<file path="src/rtl/regfile_wb_arbiter_pkg.sv">
// Shared types and constants for the regfile writeback arbiter.
// Requester indices, register geometry and buffer state encoding.
package regfile_wb_arbiter_pkg;

  localparam int REG_W   = 32;
  localparam int REG_NUM = 32;
  localparam int REG_AW  = $clog2(REG_NUM);

  localparam int WB_REQ0 = 0;
  localparam int WB_REQ1 = 1;

  typedef enum logic {
    BUF_EMPTY = 1'b0,
    BUF_FULL  = 1'b1
  } buf_state_e;

endpackage

</file>
<file path="src/rtl/regfile_wb_arbiter_hold_buf.sv">
// One-entry writeback holding slot with skid refill.
// Writes to x0 complete the handshake but are never stored.
module regfile_wb_arbiter_hold_buf
  import regfile_wb_arbiter_pkg::*;
#(
  parameter int DW = REG_W,
  parameter int AW = REG_AW
) (
  input  logic          clk_i,
  input  logic          rst_n_i,
  input  logic          i_valid,
  input  logic [AW-1:0] i_addr,
  input  logic [DW-1:0] i_data,
  input  logic          i_grant,
  output logic          o_ready,
  output logic          o_load,
  output logic          o_valid,
  output logic [AW-1:0] o_addr,
  output logic [DW-1:0] o_data
);

  buf_state_e    r_state;
  buf_state_e    w_state_nxt;
  logic [AW-1:0] r_addr;
  logic [DW-1:0] r_data;
  logic          w_fire;
  logic          w_store;

  assign w_fire  = i_valid & o_ready;
  assign w_store = w_fire & (i_addr != '0);

  // Slot occupancy register
  always_ff @(posedge clk_i or negedge rst_n_i) begin
    if (!rst_n_i) begin
      r_state <= BUF_EMPTY;
    end else begin
      r_state <= w_state_nxt;
    end
  end

  // Occupancy: a new accept wins over a drain on the same edge
  always_comb begin
    w_state_nxt = r_state;
    if (w_fire) begin
      w_state_nxt = w_store ? BUF_FULL : BUF_EMPTY;
    end else if (i_grant) begin
      w_state_nxt = BUF_EMPTY;
    end
  end

  // Payload capture only for entries that will be written
  always_ff @(posedge clk_i or negedge rst_n_i) begin
    if (!rst_n_i) begin
      r_addr <= '0;
      r_data <= '0;
    end else if (w_store) begin
      r_addr <= i_addr;
      r_data <= i_data;
    end
  end

  // Ready when empty or draining this cycle
  always_comb begin
    o_ready = (r_state == BUF_EMPTY) | i_grant;
    o_load  = w_store;
  end

  assign o_valid = (r_state == BUF_FULL);
  assign o_addr  = r_addr;
  assign o_data  = r_data;

endmodule

</file>
<file path="src/rtl/regfile_wb_arbiter.sv">
// Arbitrates EX and LSU writebacks onto the single regfile port.
// Also flags decode reads that hit a not-yet-written entry.
module regfile_wb_arbiter
  import regfile_wb_arbiter_pkg::*;
#(
  parameter int DW = REG_W,
  parameter int AW = REG_AW
) (
  input  logic          clk_i,
  input  logic          rst_n_i,
  input  logic [1:0]    wb_valid_i,
  output logic [1:0]    wb_ready_o,
  input  logic [AW-1:0] wb_addr0_i,
  input  logic [DW-1:0] wb_data0_i,
  input  logic [AW-1:0] wb_addr1_i,
  input  logic [DW-1:0] wb_data1_i,
  output logic          rf_we_o,
  output logic [AW-1:0] rf_waddr_o,
  output logic [DW-1:0] rf_wdata_o,
  input  logic [AW-1:0] raddr1_i,
  input  logic [AW-1:0] raddr2_i,
  output logic          hz1_o,
  output logic          hz2_o
);

  logic          w_v0;
  logic          w_v1;
  logic [AW-1:0] w_a0;
  logic [AW-1:0] w_a1;
  logic [DW-1:0] w_d0;
  logic [DW-1:0] w_d1;
  logic          w_ld0;
  logic          w_ld1;
  logic          w_rdy0;
  logic          w_rdy1;
  logic [1:0]    w_gnt;
  logic          w_same;

  // Last grantee: 0 = req0, 1 = req1
  logic          r_rr;
  // Set when the req1 entry is older than req0
  logic          r_old1;

  regfile_wb_arbiter_hold_buf #(
    .DW(DW),
    .AW(AW)
  ) u_buf0 (
    .clk_i   (clk_i),
    .rst_n_i (rst_n_i),
    .i_valid (wb_valid_i[WB_REQ0]),
    .i_addr  (wb_addr0_i),
    .i_data  (wb_data0_i),
    .i_grant (w_gnt[WB_REQ0]),
    .o_ready (w_rdy0),
    .o_load  (w_ld0),
    .o_valid (w_v0),
    .o_addr  (w_a0),
    .o_data  (w_d0)
  );

  regfile_wb_arbiter_hold_buf #(
    .DW(DW),
    .AW(AW)
  ) u_buf1 (
    .clk_i   (clk_i),
    .rst_n_i (rst_n_i),
    .i_valid (wb_valid_i[WB_REQ1]),
    .i_addr  (wb_addr1_i),
    .i_data  (wb_data1_i),
    .i_grant (w_gnt[WB_REQ1]),
    .o_ready (w_rdy1),
    .o_load  (w_ld1),
    .o_valid (w_v1),
    .o_addr  (w_a1),
    .o_data  (w_d1)
  );

  assign wb_ready_o = {w_rdy1, w_rdy0};
  assign w_same     = (w_a0 == w_a1);

  // Grant: age decides same-address order, else round-robin
  always_comb begin
    w_gnt = 2'b00;
    unique case (1'b1)
      (w_v0 & w_v1): begin
        if (w_same) begin
          w_gnt = r_old1 ? 2'b10 : 2'b01;
        end else begin
          w_gnt = r_rr ? 2'b01 : 2'b10;
        end
      end
      (w_v0 & ~w_v1): w_gnt = 2'b01;
      (~w_v0 & w_v1): w_gnt = 2'b10;
      default:        w_gnt = 2'b00;
    endcase
  end

  // Round-robin pointer follows the grantee
  always_ff @(posedge clk_i or negedge rst_n_i) begin
    if (!rst_n_i) begin
      r_rr <= 1'b0;
    end else if (|w_gnt) begin
      r_rr <= w_gnt[WB_REQ1];
    end
  end

  // Age: the slot loaded alone is younger; same edge keeps req0 older
  always_ff @(posedge clk_i or negedge rst_n_i) begin
    if (!rst_n_i) begin
      r_old1 <= 1'b0;
    end else if (w_ld0 & w_ld1) begin
      r_old1 <= 1'b0;
    end else if (w_ld0) begin
      r_old1 <= 1'b1;
    end else if (w_ld1) begin
      r_old1 <= 1'b0;
    end
  end

  // Regfile write port driven from the granted slot
  always_comb begin
    rf_we_o    = 1'b0;
    rf_waddr_o = '0;
    rf_wdata_o = '0;
    if (w_gnt[WB_REQ0]) begin
      rf_we_o    = 1'b1;
      rf_waddr_o = w_a0;
      rf_wdata_o = w_d0;
    end else if (w_gnt[WB_REQ1]) begin
      rf_we_o    = 1'b1;
      rf_waddr_o = w_a1;
      rf_wdata_o = w_d1;
    end
  end

  // Hazards include the entry being written this cycle
  always_comb begin
    hz1_o = (raddr1_i != '0) &
            ((w_v0 & (w_a0 == raddr1_i)) |
             (w_v1 & (w_a1 == raddr1_i)));
    hz2_o = (raddr2_i != '0) &
            ((w_v0 & (w_a0 == raddr2_i)) |
             (w_v1 & (w_a1 == raddr2_i)));
  end

endmodule

</file>
<file path="config.mk">
export PLATFORM = sky130hd
export DESIGN_NAME = regfile_wb_arbiter
export DESIGN_NICKNAME = d
export VERILOG_FILES = /design/src/rtl/regfile_wb_arbiter_pkg.sv /design/src/rtl/regfile_wb_arbiter_hold_buf.sv /design/src/rtl/regfile_wb_arbiter.sv
export SDC_FILE = /design/constraint.sdc
export NUM_CORES = 1
export LEC_CHECK = 0
export BUFFER_PORTS_ARGS = -buffer_cell sky130_fd_sc_hd__buf_2
export CORE_ASPECT_RATIO = 0.7
export CORE_MARGIN = 5
export CORE_UTILIZATION = 50
export CTS_CLUSTER_DIAMETER = 200
export DETAILED_ROUTE_END_ITERATION = 6
export HOLD_SLACK_MARGIN = 0.1
export PLACE_DENSITY = 0.9
export SLEW_MARGIN = 10
export SYNTH_ARGS = -nofsm -noshare
export SYNTH_HDL_FRONTEND = slang
export SYNTH_SLANG_ARGS = --single-unit
</file>
<file path="constraint.sdc">
create_clock -name clk_i -period 3.1 [get_ports clk_i]
set_clock_uncertainty 0.2 [all_clocks]
set_input_delay 0.155 -clock clk_i [delete_from_list [all_inputs] [get_ports clk_i]]
set_output_delay 0.155 -clock clk_i [all_outputs]
set_load 0.005 [all_outputs]
</file>
==> impl_metrics.ini <==
[die]
die_h_um = 85.9
coreArea_um2 = 7940
dieArea_um2 = 10200
ioPinCount = 130
die_w_um = 118
rows = 27
initial_core_util_pct = 51.8

[clock_network]
numCtsBuffers = 9
insertion_delay_ns = 0.33
clk_pin_slew_ns = 0.06
cts_tree = done
cts_root_buf = clkbuf_16
cts_num_sinks = 78
postCtsSetupBuffers = 0
h-tree-depth = 3
clock_path_buffers = 2

[pwr]
pwr_density_cell_nw_per_um2 = 849
peakVddDrop_v = 0.000550
p_leak_nw = 2.96

[cells_and_area]
utilization_pct = 74.5
drive_gt1_share_pct = 40.5
fill_cells = 525
areaGrowthSynthToFinish_pct = 43.8
fin_area_um2 = 5920
nets = 647
stdcell_count = 665

[routing]
via_per_inst = 5.19
drt-initial-drc-count = 246
remaining_drc_errors = 0
wl_um = 12000
firstDrtPassIters = 4
via_count = 3452
antenna_left = 0
wl_per_cell_um = 18.1

[logic_synthesis]
synthSimpleGateAreaFrac_pct = 7.69
synth_top_family_by_area = multiplexers
synth-edff-count = 0
ys.flop_type = dfrtp_1
ys_ff_latch = 78
yosysWarnings = 0
syn_nets = 443
synth_compound_area_share_pct = 2.13
muxShareOfSynthArea_pct = 30.9
syn-instance-count = 355
yosysSeqAreaShare_pct = 47.4
ys_types = 28
async_flop_share_pct = 100
ys_top_cells_by_count = 78 x dfrtp_1, 55 x mux2_2, 41 x inv_1
netlist_area_um2 = 4110
synth_area_leaders = dfrtp_1 47%, mux2_2 15%, mux2i_1 9.2%
yosysTopAreaCellShare_pct = 47.4
synthXorXnorAreaFrac_pct = 5.32
syn_avg_cell_area_um2 = 11.6
synth_area_leader_cell = dfrtp_1
yosysMostFrequentCell = dfrtp_1
synth_fa_ha_area_share_pct = 0

[sta]
tns_ns = 0
fin_ws_ns = 0.196
rsz0062_at_grt = no
setup_violations = 0
fin_crit_sh_pct = 93.7
drv_slew = 0
hold_viol_final = 0
max_freq_mhz = 344
fin_crit_ns = 2.90
relSlewSlack_pct = 35.4
tightestPinTransition_ns = 0.970

[worst_setup_path]
end_kind = primary output
r2r_start = u_buf1.o_addr[2]
required_ns = 2.74
crit_start = u_buf0.o_addr[3]
start_kind = flop
rrSetupSlack_ns = 0.28
reg2reg_depth = 6
r2r-end = u_buf0.o_addr[2]
endpoint = rf_waddr_o[1]
crit_arrival_ns = 2.55
path_class = flop to primary output
cp_max_fo = 18

[place]
pre_cts_ws_ns = 0.348
dpl.hpwl_um = 7440
detailed_place.area_um2 = 4840
dp.cells = 571
portBuffers = 129
gp_congestion = 0.895

[global_routing]
grt.overflow.total = 0
grt_pass1_vias = 3947
grt_pass1_wl_um = 19900
grt_antenna_before_repair = 1
grt_max_degree = 79
grtUsageTotal_pct = 24.7

[worst_hold_path]
hold_path.class = flop to flop

[run]
cap_violations = 0

[run_status]
outcome = finished clean
[state kept, by name, indices dropped and copies added (netlist names)]
register and cells:
u_buf1.o_valid 1, u_buf0.o_valid 1, u_buf1.o_data 32, r_rr 1, r_old1 1, u_buf0.o_data 32
u_buf1.o_addr 5, u_buf0.o_addr 5
[layout by cell type, fill, tap and decap left out, types with 9 or more instances in the layout]
master and n:
nand2_1 39, clkbuf_16 9, xor2_1 21, mux2_4 18, mux2_2 55, inv_1 41, mux2i_1 38, dlygate4sd3_1 78
dfrtp_1 78, buf_2 128
[power by group]
part | switching, mW | total (mW) | internal, mW
Clock | 0.385 | 1.02 | 0.638
Combinational | 1.07 | 2.26 | 1.20
Sequential | 0.312 | 1.74 | 1.43
Total | 1.76 | 5.02 | 3.26
[worst max-delay path, cell delays in order, from the launching register on]
cell     delay, ns
dfrtp_1       0.46
xor2_1        0.20
or2_2         0.33
a31oi_1       0.19
o311a_2       0.21
buf_4         0.34
mux2i_1       0.32
buf_2         0.16
[cell type report]
class                      instances  area, µm²  area share (%)
antenna                            1       2.50          0.0423
tap                              101        126            2.14
sequential                        78       1950            33.0
timing repair buffer             212       1490            25.2
clock inverter                     4       47.5           0.804
multi-input combinational        217       1900            32.1
inverter                          41        154            2.60
clock buffer                      11        243            4.10
[per-layer routing]
metal,track usage [%],up-vias,part of all wire (%)
li1,-,1586,-
met4,10.1,0,2.9
met5,0,-,0
met2,42.8,167,50
met3,7.78,34,7.6
met1,28.7,1665,40
[stage by stage]
| stage | total power [mW] | hold slack (ns) |
|---|---|---|
| global route | 5.35 | 0.316 |
| floorplan | 3.13 | -0.341 |
| CTS | 5.00 | 0.306 |
| global placement | 3.75 | 0.165 |
| finish | 5.02 | 0.305 |
| detailed placement | 3.87 | 0.178 |
[timing repair]
action,4_1_cts,5_1_grt
endpoints found under the setup margin,0,1
hold endpoints to repair,154,0
gates resized for setup,0,1
hold buffers,78,0
[cells by family after synthesis]
kind of cell | Yosys count
muxes | 111
xor gates and xnor gates | 25
buffers and inverters | 60
and+or+nand+nor | 67
DFF | 78
AOI/OAI and AO/OA | 14
[how the worst min path moves through the flow]
stage	to	slack (ns)	cells past startpoint	startpoint
after floorplan	r_old1	-0.34	0	rst_n_i
after global placement	u_buf1.o_data[0]	0.16	1	rst_n_i
after detailed placement	u_buf1.o_data[0]	0.18	1	rst_n_i
after CTS	u_buf1.o_data[26]	0.31	1	u_buf1.o_data[26]
after global routing	u_buf1.o_data[7]	0.32	1	u_buf1.o_data[7]
final	u_buf1.o_data[1]	0.30	1	u_buf1.o_data[1]
Note: power is estimated with default switching activity, not from simulation.
